`src/rtl/loopback_test_ctrl.sv`:
```
// Sequences one counting-pattern loopback test: drives the TX pattern, steers the
// downstream pattern checker, and reports done/pass/timeout/abort status.
module loopback_test_ctrl #(
    parameter int unsigned TIMEOUT = 4096,
    parameter logic [63:0] SEED    = 64'h0000_0002_0000_0001,
    parameter logic [63:0] STEP    = 64'h0000_0002_0000_0002
) (
    input  logic        t_clk,
    input  logic        rst,
    input  logic        start,
    input  logic        stop,
    input  logic [31:0] test_len,
    output logic [63:0] tx_data,
    output logic        tx_valid,
    input  logic        tx_ready,
    input  logic        rx_valid,
    output logic        chk_rst,
    output logic        chk_start,
    output logic        chk_en,
    input  logic [31:0] chk_err_cnt,
    output logic        busy,
    output logic        done,
    output logic        pass,
    output logic        timeout_flag,
    output logic        abort_flag,
    output logic [31:0] tx_cnt,
    output logic [31:0] rx_cnt,
    output logic [31:0] err_snapshot
);

    typedef enum logic [2:0] {IDLE, CLR, RUN, DRAIN, SETTLE, REPORT} state_t;

    state_t      state, state_nxt;
    logic [31:0] len_q;
    logic [31:0] idle_cnt;
    logic        phase;
    logic        tx_fire;
    logic        last_word;
    logic        timed_out;

    always_comb begin
        tx_fire   = tx_valid & tx_ready;
        last_word = tx_fire && (tx_cnt + 32'd1 == len_q);
        timed_out = !rx_valid && (idle_cnt == 32'(TIMEOUT - 1));
    end

    always_ff @(posedge t_clk) begin
        if (rst) state <= IDLE;
        else     state <= state_nxt;
    end

    always_comb begin
        state_nxt = state;
        case (state)
            IDLE:   if (start) state_nxt = CLR;
            CLR:    if (phase) state_nxt = (len_q == '0) ? SETTLE : RUN;
            RUN: begin
                if (stop || timed_out) state_nxt = SETTLE;
                else if (last_word)    state_nxt = DRAIN;
            end
            DRAIN: begin
                if (stop || timed_out || rx_cnt >= len_q) state_nxt = SETTLE;
            end
            SETTLE: if (phase) state_nxt = REPORT;
            REPORT: state_nxt = IDLE;
            default: state_nxt = IDLE;
        endcase
    end

    always_comb begin
        busy      = (state != IDLE);
        chk_rst   = (state == CLR);
        chk_start = (state == RUN) || (state == DRAIN);
        chk_en    = ((state == RUN) || (state == DRAIN)) && rx_valid;
    end

    always_ff @(posedge t_clk) begin
        if (rst) begin
            tx_data      <= SEED;
            tx_valid     <= 1'b0;
            done         <= 1'b0;
            pass         <= 1'b0;
            timeout_flag <= 1'b0;
            abort_flag   <= 1'b0;
            tx_cnt       <= '0;
            rx_cnt       <= '0;
            err_snapshot <= '0;
            len_q        <= '0;
            idle_cnt     <= '0;
            phase        <= 1'b0;
        end else begin
            // phase marks the second cycle of the two-cycle CLR and SETTLE states
            phase <= ((state == CLR) || (state == SETTLE)) ? ~phase : 1'b0;
            case (state)
                IDLE: begin
                    if (start) begin
                        len_q        <= test_len;
                        done         <= 1'b0;
                        pass         <= 1'b0;
                        timeout_flag <= 1'b0;
                        abort_flag   <= 1'b0;
                        tx_cnt       <= '0;
                        rx_cnt       <= '0;
                        err_snapshot <= '0;
                    end
                end
                CLR: begin
                    tx_data  <= SEED;
                    idle_cnt <= '0;
                    if (phase && len_q != '0) tx_valid <= 1'b1;
                end
                RUN, DRAIN: begin
                    if (tx_fire) begin
                        tx_cnt  <= tx_cnt + 32'd1;
                        tx_data <= tx_data + STEP;
                        if (last_word) tx_valid <= 1'b0;
                    end
                    if (rx_valid) begin
                        idle_cnt <= '0;
                        if (rx_cnt != '1) rx_cnt <= rx_cnt + 32'd1;
                    end else begin
                        idle_cnt <= idle_cnt + 32'd1;
                    end
                    if (stop) begin
                        abort_flag <= 1'b1;
                        tx_valid   <= 1'b0;
                    end else if (timed_out) begin
                        timeout_flag <= 1'b1;
                        tx_valid     <= 1'b0;
                    end
                end
                SETTLE: begin
                    if (phase) err_snapshot <= chk_err_cnt;
                end
                REPORT: begin
                    done <= 1'b1;
                    pass <= (err_snapshot == '0) && !timeout_flag && !abort_flag
                            && (rx_cnt == len_q);
                end
                default: ;
            endcase
        end
    end

endmodule

```
`config.mk`:
```
export PLATFORM = sky130hd
export DESIGN_NAME = loopback_test_ctrl
export DESIGN_NICKNAME = d
export VERILOG_FILES = /design/src/rtl/loopback_test_ctrl.sv
export SDC_FILE = /design/constraint.sdc
export NUM_CORES = 1
export LEC_CHECK = 0
export CORE_ASPECT_RATIO = 1.2
export CORE_MARGIN = 2
export CORE_UTILIZATION = 40
export DETAILED_ROUTE_END_ITERATION = 16
export DONT_BUFFER_PORTS = 1
export HOLD_SLACK_MARGIN = 0.03
export PLACE_DENSITY = 0.53
export SLEW_MARGIN = 30
export SYNTH_ARGS = -nofsm -noshare
export SYNTH_HDL_FRONTEND = slang
export SYNTH_SLANG_ARGS = --single-unit
```
`constraint.sdc`:
```
create_clock -name t_clk -period 4.89 [get_ports t_clk]
set_clock_uncertainty 0.1 [all_clocks]
set_input_delay 0.978 -clock t_clk [delete_from_list [all_inputs] [get_ports t_clk]]
set_output_delay 0.978 -clock t_clk [all_outputs]
set_load 0.01 [all_outputs]
```
* Word-level counts from Yosys, hierarchy flattened
Index checks and enable logic that the tools add are counted.
** Operators by class
- Muxes and demuxes :: 34
- Reduce and logical (&&, ||, !) cells :: 35
- $lt $le $gt $ge :: 1
- Eq/ne operators :: 23
- Bitwise gates (word level) :: 3
- Add/subtract/negate cells :: 4
** Operators with widths (count)
- $pmux 32 s2 :: 4
- $mux 32 :: 6
- $pmux 64 s2 :: 1
- $add 32x1->32 const B :: 3
- $add 64x34->64 const B :: 1
- $eq 32x32->1 :: 2
- $logic_not 32->1 :: 2
- $mux 64 :: 1
- $eq 32x12->1 const B :: 1
- $ge 32x32->1 :: 1
- $ne 32x32->1 const B :: 1
- $reduce_bool 32->1 :: 1
- $mux 3 :: 7
- $ne 2x2->1 const B :: 9
- $pmux 3 s5 :: 1
- $reduce_and 4->1 :: 3
- $pmux 1 s2 :: 5
- $mux 1 :: 9
- $reduce_and 3->1 :: 3
- $ne 4x4->1 const B :: 2
- $reduce_bool 2->1 :: 4
- $logic_and 1x1->1 :: 7
- $eq 3x2->1 const B :: 2
- $eq 3x3->1 const B :: 2
- 12 further kinds :: 22
** Word-level totals
- Bits in registers :: 233
- Output and inout bits :: 169

* Depth between registers and ports, before layout
Gate-level depths: netlist (run 1).
- Depth after elaboration :: 8
- Depth in mapped cells :: 11

* Least setup slack after synthesis (run 1)
OpenSTA, ideal clock, no wires.
- Path type :: input -> register
- Start point :: in tx_ready
- End point :: reg tx_data[30]
- Buffers on the path :: 0
- Required time :: 4662 ps
- Setup time :: 128 ps
- Data arrival time :: 2734 ps
- Stages on the path :: 8
- Slack :: 1928 ps
- Path through :: nand3_1 a2111oi_2 and3_1 nand3_2 nor3_1 nand4_1 xor2_1 nor2_1
** On the way
- Cells in the longest elaborated chain, start to end :: 3
** Ends and longest elaborated chain
- start, declared :: RTL line 15 : input logic tx_ready,
- $and 1x1->1 :: RTL line 42 : tx_fire = tx_valid & tx_ready;
- $ne 2x2->1 (no line)
- $reduce_and 2->1 (no line)
- end signal, assigned :: RTL line 115 : tx_data <= tx_data + STEP;
- end, declared :: RTL line 13 : output logic [63:0] tx_data,
Every way passes these cells.
A chain may end at the register's enable or synchronous reset.

* Final worst setup path (run 1)
- Start point :: reg state[1]
- End point :: out chk_en
** On the way
- Cells in the longest elaborated chain, start to end :: 3
- Elaborated cells on any way between the ends :: 4
- Classes of those cells :: 2 x eq/ne; 2 x reduce/logical
** Ends and longest elaborated chain
- start, declared :: RTL line 33 : state_t state, state_nxt;
- start signal, assigned :: RTL line 49 : else state <= state_nxt;
- $eq 3x2->1 :: RTL line 74 : chk_en = ((state == RUN) || (state == DRAIN)) && rx_valid;
- $logic_or 1x1->1 (*) :: RTL line 74
- $logic_and 1x1->1 (*) :: RTL line 74
- end, declared :: RTL line 19 : output logic chk_en,
Every way passes the cells marked *; elsewhere a longest branch is shown, timed or not.

==> results of run 1 <==
## through the flow
stage | total power [µW] | hold WS [ns] | util, % | area, µm²
5_1_grt | 5930 | 0.382 | 45.0 | 13400
6_report | 5640 | 0.394 | 45.0 | 13400
3_3_place_gp | 3460 | 0.363 | 41.6 | 12400
2_1_floorplan | 3050 | 0.349 | - | 12100
3_5_place_dp | 3480 | 0.371 | 41.7 | 12400
4_1_cts | 5690 | 0.384 | 44.9 | 13300
## cell type report
class	instances	area share (%)
multi-input cells	1202	51.9
flip-flops and latches	233	34.9
clock buffers	31	5.32
well taps	390	3.65
clock inverters	17	1.85
inverters	48	1.35
repair buffers	15	0.993
## cells in the mapped netlist (12+ instances only)
cell and number:
dfxtp_1 233, inv_1 47, a31oi_1 12, a21oi_1 174, ha_1 36, nand3_1 90
or3_1 39, xor2_1 49, clkbuf_1 66, and3_1 32, nor4_1 42, nor3_1 34
and4_1 14, nand4_1 48, o21ai_0 83, xnor2_1 64, nand2_1 195, nor2_1 168
## sequential cells by signal (all words and copies together), names as in the netlist
signal	cells
tx_valid	1
timeout_flag	1
pass	1
abort_flag	1
phase	1
idle_cnt	32
tx_cnt	32
done	1
err_snapshot	32
len_q	32
rx_cnt	32
state	3
tx_data	64
## worst max-delay path, delay by kind of cell, from the launching register on
kind | cells | cell delay (ns)
buffers and inverters | 1 | 0.34
DFF | 1 | 0.71
and+or+nand+nor | 2 | 0.77
## cell families (layout without fill, tap and decap cells)
kind of cell / count (synthesis) / count (layout) / synth area share (%)
xor+xnor: 113 / 113 / 8.19
mux: 5 / 5 / 0.414
flops: 233 / 233 / 38.6
compound gates: 331 / 331 / 15.5
simple gates: 717 / 717 / 29.3
fa+ha+maj: 36 / 36 / 3.73
buf+inv: 129 / 111 / 4.20
## worst max-delay path by stage
stage / slack, ns / cells after the start / endpoint / from
after CTS: 1.47 / 3 / chk_en / state[1]$_SDFFE_PP0P_
after global placement: 1.49 / 8 / tx_data[30]$_SDFFE_PP0P_ / tx_ready
final: 1.45 / 3 / chk_en / state[1]$_SDFFE_PP0P_
after global routing: 1.23 / 9 / tx_valid$_SDFFE_PP0P_ / tx_cnt[0]$_SDFFE_PP0P_
after detailed placement: 1.42 / 8 / tx_data[30]$_SDFFE_PP0P_ / tx_ready
after floorplan: 1.93 / 8 / tx_data[30]$_SDFFE_PP0P_ / tx_ready
## per-layer routing
layer	GRT usage (%)	wire [µm]
met3	6.49	3120
met1	27.9	15500
met4	7.44	1160
met2	40.9	18800
met5	0	0
## where the power goes
part	switching [µW]	internal, µW
clock	838	1360
combinational	817	400
sequential	235	2000
total	1890	3750
==> impl_metrics.env, run 1 <==
export IMPL_clock_tree_buffer_depth=3
export IMPL_setup_tns_ns=0
export IMPL_fillers=2983
export IMPL_crit_slowest_cell="dfxtp_1"
export IMPL_syn_nets=1670
export IMPL_grt_pass1_vias=10500
export IMPL_timing_final_crit_period_ns=3.44
export IMPL_finalCritPeriodShare_pct=70.4
export IMPL_crit_path_end_kind="primary output"
export IMPL_dpl_worst_slack_ns=1.42
export IMPL_dr_total_vias=11200
export IMPL_drtIter0Drc=760
export IMPL_num_io_pins=239
export IMPL_routed_wl_mm=38.5
export IMPL_die_x_um=163
export IMPL_drtAntennaViolNets=0
export IMPL_max_cap_violations=0
export IMPL_insertion_delay_ns=0.55
export IMPL_hold_start="idle_cnt[31]$_SDFFE_PP0N_"
export IMPL_cts_tree="built"
export IMPL_r2r_slack_ns=1.53
export IMPL_whs_path_depth=1
export IMPL_path_cells="nor2b_1 -> buf_4 -> and2_1"
export IMPL_crit_fanout=15
export IMPL_grtUsageTotal_pct=23.5
export IMPL_netlist_area_um2=12100
export IMPL_routabilityCongestion=0.860
export IMPL_critPathMaxStageDelay_ns=0.71
export IMPL_start_kind="flop"
export IMPL_multi_input_area_um2=6930
export IMPL_coreArea_um2=29700
export IMPL_htree_levels=1
export IMPL_post_drt_wl_per_cell_um=19.9
export IMPL_required_ns=3.81
export IMPL_yosys_warnings=0
export IMPL_cts_hold_buf=0
export IMPL_fmax_mhz=290
export IMPL_vias_per_cell=5.79
export IMPL_arrival_ns=2.36
export IMPL_dpl_cell_count=1887
export IMPL_hold_viol_final=0
export IMPL_yosysTopAreaCell="dfxtp_1"
export IMPL_dieArea_um2=31600
export IMPL_layout_drive_gt1_share_pct=5.56
export IMPL_synth_edf_count=0
export IMPL_grt_max_degree=133
export IMPL_final_cell_mix="233 x dfxtp_1, 194 x nand2_1, 173 x a21oi_1"
export IMPL_cts_resized=0
export IMPL_synth_top_area_share_pct=38.6
export IMPL_drc=0
export IMPL_synthToLayoutAreaGrowth_pct=10.5
export IMPL_first_pass_iters=5
export IMPL_async_flop_share_pct=0
export IMPL_synth_main_ff_cell="dfxtp_1"
export IMPL_layout_commonest_cell="dfxtp_1"
export IMPL_cts_root_buf="clkbuf_16"
export IMPL_nNetsFinal=1633
export IMPL_slew_limit_headroom_pct=44.8
export IMPL_setup_viol=0
export IMPL_status="complete, no violations"
export IMPL_numCtsBuffers=27
export IMPL_fin_cells=1936
export IMPL_ys_types=66
export IMPL_yosys_register_bits=233
export IMPL_diodes=0
export IMPL_slew_violations=0
export IMPL_start_util_pct=40.7
export IMPL_postSynthCellCount=1564
export IMPL_ys_top_cells_by_area="dfxtp_1 39%, a21oi_1 7.2%, nand2_1 6.1%"
export IMPL_seq_area_frac_synth_pct=38.6
export IMPL_rsz0062_at_grt="false"
export IMPL_r2r_start="tx_cnt[0]$_SDFFE_PP0P_"
export IMPL_portBuffers=0
export IMPL_min_to="idle_cnt[31]$_SDFFE_PP0N_"
export IMPL_grt_pass1_wl_mm=59.6
export IMPL_r2r_end="tx_valid$_SDFFE_PP0P_"
export IMPL_leakagePower_uw=0.00454
export IMPL_ir_drop_uv=447
export IMPL_row_count=69
export IMPL_setup_slack_ns=1.45
export IMPL_grt_overflow=0
export IMPL_seq_area_um2=4660
export IMPL_p_per_area_nw_per_um2=422
export IMPL_tightest_slew_ns=0.821
export IMPL_clkTransAtPathRegs_ns=0.06
export IMPL_path_class="reg -> out"
export IMPL_antenna_found_initial=0
export IMPL_die_height_um=194
export IMPL_dp_hpwl_mm=28.0
export IMPL_min_path_type="reg -> reg"
export IMPL_reg2reg_depth=9
export IMPL_cts_setup_buffers=0
export IMPL_clock_sinks=233
export IMPL_avgSynthCellArea_um2=7.73
Note: power is estimated with default switching activity, not from simulation.
==> run 2: changes to the inputs <==
--- a/config.mk
+++ b/config.mk
@@ -11,7 +11,7 @@
 export DETAILED_ROUTE_END_ITERATION = 16
 export DONT_BUFFER_PORTS = 1
 export HOLD_SLACK_MARGIN = 0.03
-export PLACE_DENSITY = 0.53
+export PLACE_DENSITY = 0.55
 export SLEW_MARGIN = 30
 export SYNTH_ARGS = -nofsm -noshare
 export SYNTH_HDL_FRONTEND = slang
==> constraint.sdc (replaced) <==
create_clock -name t_clk -period 3.1 [get_ports t_clk]
set_clock_uncertainty 0.1 [all_clocks]
set_input_delay 0.62 -clock t_clk [delete_from_list [all_inputs] [get_ports t_clk]]
set_output_delay 0.62 -clock t_clk [all_outputs]
set_load 0.01 [all_outputs]
==> run 2 against run 1 <==
Net effect: sequential power grew 54%; largest cell class unchanged; highest routed layer is now met5; setup slack lost 1.3 ns; critical path type is now reg -> reg; clock power grew 39%; largest power group unchanged; die area is the same.
==> impl_metrics.env, run 2 (same netlist as run 1, synthesis figures left out) <==
export IMPL_status="complete, no violations"
export IMPL_drtIter0Drc=693
export IMPL_min_path_type="in -> reg"
export IMPL_cts_setup_buffers=0
export IMPL_crit_end="tx_valid$_SDFFE_PP0P_"
export IMPL_first_pass_iters=5
export IMPL_crit_start="tx_cnt[2]$_SDFFE_PP0P_"
export IMPL_nNetsFinal=1712
export IMPL_max_cap_violations=0
export IMPL_num_io_pins=239
export IMPL_htree_levels=1
export IMPL_p_per_area_nw_per_um2=621
export IMPL_fmax_mhz=344
export IMPL_slew_violations=0
export IMPL_finalCritPeriodShare_pct=93.8
export IMPL_crit_slowest_cell="dfxtp_1"
export IMPL_dieArea_um2=31600
export IMPL_clock_tree_buffer_depth=3
export IMPL_cts_root_buf="clkbuf_16"
export IMPL_required_ns=3.42
export IMPL_layout_commonest_cell="dfxtp_1"
export IMPL_layout_drive_gt1_share_pct=9.85
export IMPL_post_drt_wl_per_cell_um=19.5
export IMPL_die_x_um=163
export IMPL_clock_sinks=233
export IMPL_fin_area_um2=13800
export IMPL_synthToLayoutAreaGrowth_pct=14.5
export IMPL_r2r_start="tx_cnt[2]$_SDFFE_PP0P_"
export IMPL_crit_path_end_kind="flop"
export IMPL_cts_tree="built"
export IMPL_drtAntennaViolNets=0
export IMPL_start_kind="flop"
export IMPL_clkTransAtPathRegs_ns=0.06
export IMPL_cp_num_buf_inv=0
export IMPL_power_uw=8590
export IMPL_dp_hpwl_mm=29.3
export IMPL_grtUsageTotal_pct=23.9
export IMPL_numCtsBuffers=26
export IMPL_die_height_um=194
export IMPL_crit_family="simple AND/OR/NAND/NOR gates"
export IMPL_path_cells="and4_4 -> and4_2 -> nand2b_4 -> or4_4 -> a2111oi_2 -> nand4_1 -> a41o_1"
export IMPL_hold_start="rst"
export IMPL_crit_fanout=11
export IMPL_slew_limit_headroom_pct=55.0
export IMPL_start_util_pct=40.7
export IMPL_grt_pass1_wl_mm=60.2
export IMPL_routed_wl_mm=39.2
export IMPL_grt_pass1_vias=10900
export IMPL_reg2reg_depth=7
export IMPL_timing_final_crit_period_ns=2.91
export IMPL_post_route_util_pct=46.6
export IMPL_hold_viol_final=0
export IMPL_arrival_ns=3.23
export IMPL_coreArea_um2=29700
export IMPL_portBuffers=0
export IMPL_dpl_cell_count=1967
export IMPL_crit_cells=7
export IMPL_drc=0
export IMPL_ir_drop_uv=398
export IMPL_tightest_slew_ns=0.673
export IMPL_setup_viol=0
export IMPL_path_class="reg -> reg"
export IMPL_final_cell_mix="233 x dfxtp_1, 195 x nand2_1, 173 x a21oi_1"
export IMPL_critPathMaxStageDelay_ns=0.51
export IMPL_grt_overflow=0
export IMPL_row_count=69
export IMPL_whs_path_depth=1
export IMPL_antenna_found_initial=1
export IMPL_insertion_delay_ns=0.54
export IMPL_postPlaceCellArea_um2=13000
export IMPL_r2r_slack_ns=0.19
export IMPL_r2r_end="tx_valid$_SDFFE_PP0P_"
export IMPL_grt_max_degree=133
export IMPL_fin_cells=2015
export IMPL_setup_tns_ns=0
export IMPL_vias_per_cell=5.74
export IMPL_leakagePower_uw=0.00488
export IMPL_diodes=0
export IMPL_dr_total_vias=11600
export IMPL_largest_reg_flops=64
export IMPL_routabilityCongestion=0.965
export IMPL_regMostFlops="tx_data"
-- run 2: cell count changes in the layout (fill, tap and decap cells not counted), sizes merged --
cell | previous run | this run
buf | 15 | 94
bufinv | 6 | 1
clkbuf | 31 | 41
clkinv | 10 | 3
clkinvlp | 0 | 1
dlygate4sd3 | 0 | 1
-- run 2: worst min-delay path by stage --
stage / to
floorplan: idle_cnt[31]$_SDFFE_PP0N_
global placement: idle_cnt[31]$_SDFFE_PP0N_
detailed placement: idle_cnt[26]$_SDFFE_PP0N_
CTS: err_snapshot[22]$_SDFFE_PP0P_
global route: err_snapshot[16]$_SDFFE_PP0P_
finish: err_snapshot[7]$_SDFFE_PP0P_
-- run 2: what timing repair did --
item / in CTS / in global routing
gates resized for setup: 0 / 4
hold buffers: 0 / 1
endpoints found under the hold margin: 0 / 2
endpoints found under the setup margin: 0 / 2
-- run 2: layout make-up --
| cell class | count | area [µm²] |
|---|---|---|
| multi-input combinational | 1202 | 6950 |
| clock buffer | 41 | 767 |
| inverter | 48 | 180 |
| sequential | 233 | 4660 |
| clock inverter | 6 | 72.6 |
| timing repair buffer | 95 | 716 |
| fill | 3000 | 15900 |
| tap | 390 | 488 |
-- run 2: through the flow --
step                      setup slack (ns)  hold WS, ns
after global placement              0.0218        0.372
after global routing             -0.000316       0.0321
final                                0.192       0.0482
after floorplan                      0.191        0.349
after CTS                           0.0593       0.0307
after detailed placement            0.0631        0.391
-- run 2: layer usage --
layer	wire (µm)	vias up	GRT usage (%)	part of all wire [%]
li1	-	5623	-	-
met1	15600	5456	27.7	40
met2	18700	410	41.1	48
met3	3600	73	8.02	9.2
met4	1310	2	8.00	3.3
met5	12	-	0	0.031
-- run 2: worst register-to-register path: cells and delay by family, from the launching register on --
kind             cells  cell delay (ns)
AND/OR/NAND/NOR      5             1.54
flip-flops           1             0.51
AO/OA/AOI/OAI        2             0.65
-- run 2: report_power, final --
group / internal [µW] / switching, µW / leakage (µW)
Sequential: 3150 / 276 / 0.00188
Clock: 1780 / 1270 / 0.000408
Combinational: 709 / 1410 / 0.00259
Total: 5640 / 2950 / 0.00488
==> run 3: changes to the inputs <==
--- a/config.mk
+++ b/config.mk
@@ -7,12 +7,11 @@
 export LEC_CHECK = 0
 export CORE_ASPECT_RATIO = 1.2
 export CORE_MARGIN = 2
-export CORE_UTILIZATION = 40
+export CORE_UTILIZATION = 58
 export DETAILED_ROUTE_END_ITERATION = 16
 export DONT_BUFFER_PORTS = 1
 export HOLD_SLACK_MARGIN = 0.03
-export PLACE_DENSITY = 0.55
-export SLEW_MARGIN = 30
+export PLACE_DENSITY = 0.75
 export SYNTH_ARGS = -nofsm -noshare
 export SYNTH_HDL_FRONTEND = slang
 export SYNTH_SLANG_ARGS = --single-unit
==> constraint.sdc (replaced) <==
create_clock -name t_clk -period 3.1 [get_ports t_clk]
set_clock_uncertainty 0.1 [all_clocks]
set_input_delay 0.62 -clock t_clk [delete_from_list [all_inputs] [get_ports t_clk]]
set_output_delay 0.62 -clock t_clk [all_outputs]
set_load 0.02 [all_outputs]
==> run 3 against run 2 <==
Net effect: maximum frequency fell by 1.3%; die area fell by 30%; first-iteration DRC count rose by 25%; cell count fell by 6.7%; flip-flop and latch count did not move; largest cell class unchanged.
==> impl_metrics.env, run 3 (same netlist as run 1, synthesis figures left out) <==
export IMPL_setup_tns_ns=0
export IMPL_row_count=57
export IMPL_synthToLayoutAreaGrowth_pct=12.7
export IMPL_drtIter0Drc=868
export IMPL_timing_final_crit_period_ns=2.95
export IMPL_r2r_slack_ns=0.15
export IMPL_layout_drive_gt1_share_pct=9.41
export IMPL_path_cells="ha_1 -> nand3_1 -> nor4_2 -> and3_1 -> xnor2_1 -> o2111ai_1 -> a2111oi_2 -> nand4_1 -> a41o_1"
export IMPL_grt_max_degree=133
export IMPL_p_per_area_nw_per_um2=618
export IMPL_start_kind="flop"
export IMPL_drc=0
export IMPL_post_drt_wl_per_cell_um=18.7
export IMPL_cts_tree="built"
export IMPL_layout_commonest_cell="dfxtp_1"
export IMPL_clkTransAtPathRegs_ns=0.06
export IMPL_setup_viol=0
export IMPL_routed_wl_mm=35.1
export IMPL_coreArea_um2=20300
export IMPL_start_util_pct=59.4
export IMPL_numCtsBuffers=24
export IMPL_dr_total_vias=11600
export IMPL_grtUsageTotal_pct=30.8
export IMPL_nNetsFinal=1705
export IMPL_final_cell_mix="233 x dfxtp_1, 195 x nand2_1, 173 x a21oi_1"
export IMPL_path_class="reg -> reg"
export IMPL_fin_area_um2=13600
export IMPL_regMostFlops="tx_data"
export IMPL_portBuffers=0
export IMPL_cts_root_buf="clkbuf_16"
export IMPL_cts_resized=0
export IMPL_die_height_um=162
export IMPL_rsz0062_at_grt="false"
export IMPL_grt_pass1_vias=11100
export IMPL_min_path_type="in -> reg"
export IMPL_fmax_mhz=339
export IMPL_critPathMaxStageDelay_ns=0.64
export IMPL_largest_reg_flops=64
export IMPL_reg2reg_depth=9
export IMPL_grt_overflow=0
export IMPL_clock_tree_buffer_depth=3
export IMPL_status="complete, no violations"
export IMPL_first_pass_iters=5
export IMPL_arrival_ns=3.26
export IMPL_dp_hpwl_mm=26.1
export IMPL_postPlaceCellArea_um2=12800
export IMPL_whs_path_depth=1
export IMPL_cts_hold_buf=0
export IMPL_crit_slowest_cell="nor4_2"
export IMPL_dieArea_um2=22000
export IMPL_slew_violations=0
export IMPL_crit_path_end_kind="flop"
export IMPL_antenna_found_initial=0
export IMPL_cts_setup_buffers=0
export IMPL_htree_levels=1
export IMPL_hold_start="rst"
export IMPL_routabilityCongestion=0.951
export IMPL_cp_num_buf_inv=0
export IMPL_setup_slack_ns=0.153
export IMPL_dpl_worst_slack_ns=0.238
export IMPL_min_to="err_snapshot[30]$_SDFFE_PP0P_"
export IMPL_max_cap_violations=0
export IMPL_tightest_slew_ns=1.20
export IMPL_finalCritPeriodShare_pct=95.1
export IMPL_slew_limit_headroom_pct=19.7
export IMPL_crit_fanout=7
export IMPL_ir_drop_uv=570
export IMPL_die_x_um=136
export IMPL_insertion_delay_ns=0.52
export IMPL_num_io_pins=239
export IMPL_grt_pass1_wl_mm=55.5
export IMPL_clock_sinks=233
export IMPL_diodes=0
export IMPL_r2r_end="tx_valid$_SDFFE_PP0P_"
export IMPL_vias_per_cell=6.19
export IMPL_r2r_start="tx_cnt[0]$_SDFFE_PP0P_"
export IMPL_leakagePower_uw=0.00486
export IMPL_drtAntennaViolNets=0
export IMPL_crit_family="simple AND/OR/NAND/NOR gates"
export IMPL_hold_slack_ns=0.0630
export IMPL_required_ns=3.41
export IMPL_hold_viol_final=0
[run 3: worst max path at each step]
| stage | slack [ns] | cells after the start | start | to |
|---|---|---|---|---|
| after floorplan | 0.11 | 10 | tx_cnt[0]$_SDFFE_PP0P_ | tx_valid$_SDFFE_PP0P_ |
| after global placement | 0.24 | 10 | len_q[25]$_SDFFE_PP0P_ | state[0]$_SDFFE_PP0P_ |
| after detailed placement | 0.24 | 9 | tx_cnt[0]$_SDFFE_PP0P_ | tx_valid$_SDFFE_PP0P_ |
| after CTS | 0.20 | 9 | rx_cnt[29]$_SDFFE_PP0P_ | state[0]$_SDFFE_PP0P_ |
| after global routing | 0.0008 | 9 | tx_cnt[1]$_SDFFE_PP0P_ | tx_valid$_SDFFE_PP0P_ |
| final | 0.15 | 9 | tx_cnt[0]$_SDFFE_PP0P_ | tx_valid$_SDFFE_PP0P_ |
[run 3: final cells by class]
class                   instances  area, µm²
flip-flops and latches        233       4660
repair buffers                 90        701
inverters                      48        180
well taps                     265        332
fillers                      1727       6710
multi-input cells            1202       6940
clock buffers                  36        717
clock inverters                 6       83.8
[run 3: per-stage QoR]
step | util (%) | total power, µW | cells
final | 67.0 | 8420 | 1880
after global routing | 67.0 | 8810 | 1880
after CTS | 67.0 | 8420 | 1880
after detailed placement | 63.0 | 5490 | 1838
after global placement | 63.0 | 5450 | 1838
after floorplan | - | 4870 | 1564
[run 3: where the power goes]
part           switching (µW)  internal [µW]  total [µW]
sequential                309           3150        3460
combinational            1340            672        2010
clock                    1190           1760        2950
[run 3: metal layers]
metal | GRT usage [%] | routed length [µm] | vias up
met5 | 0 | 0 | -
met3 | 7.49 | 3310 | 89
met4 | 11.7 | 1220 | 0
met2 | 53.5 | 16900 | 488
li1 | - | - | 5621
met1 | 36.6 | 13700 | 5433
[run 3: worst reg2reg max path, stage by stage (launching register included)]
cell	delay (ns)
dfxtp_1	0.34
ha_1	0.30
nand3_1	0.17
nor4_2	0.64
and3_1	0.31
xnor2_1	0.14
o2111ai_1	0.13
a2111oi_2	0.22
nand4_1	0.21
a41o_1	0.28
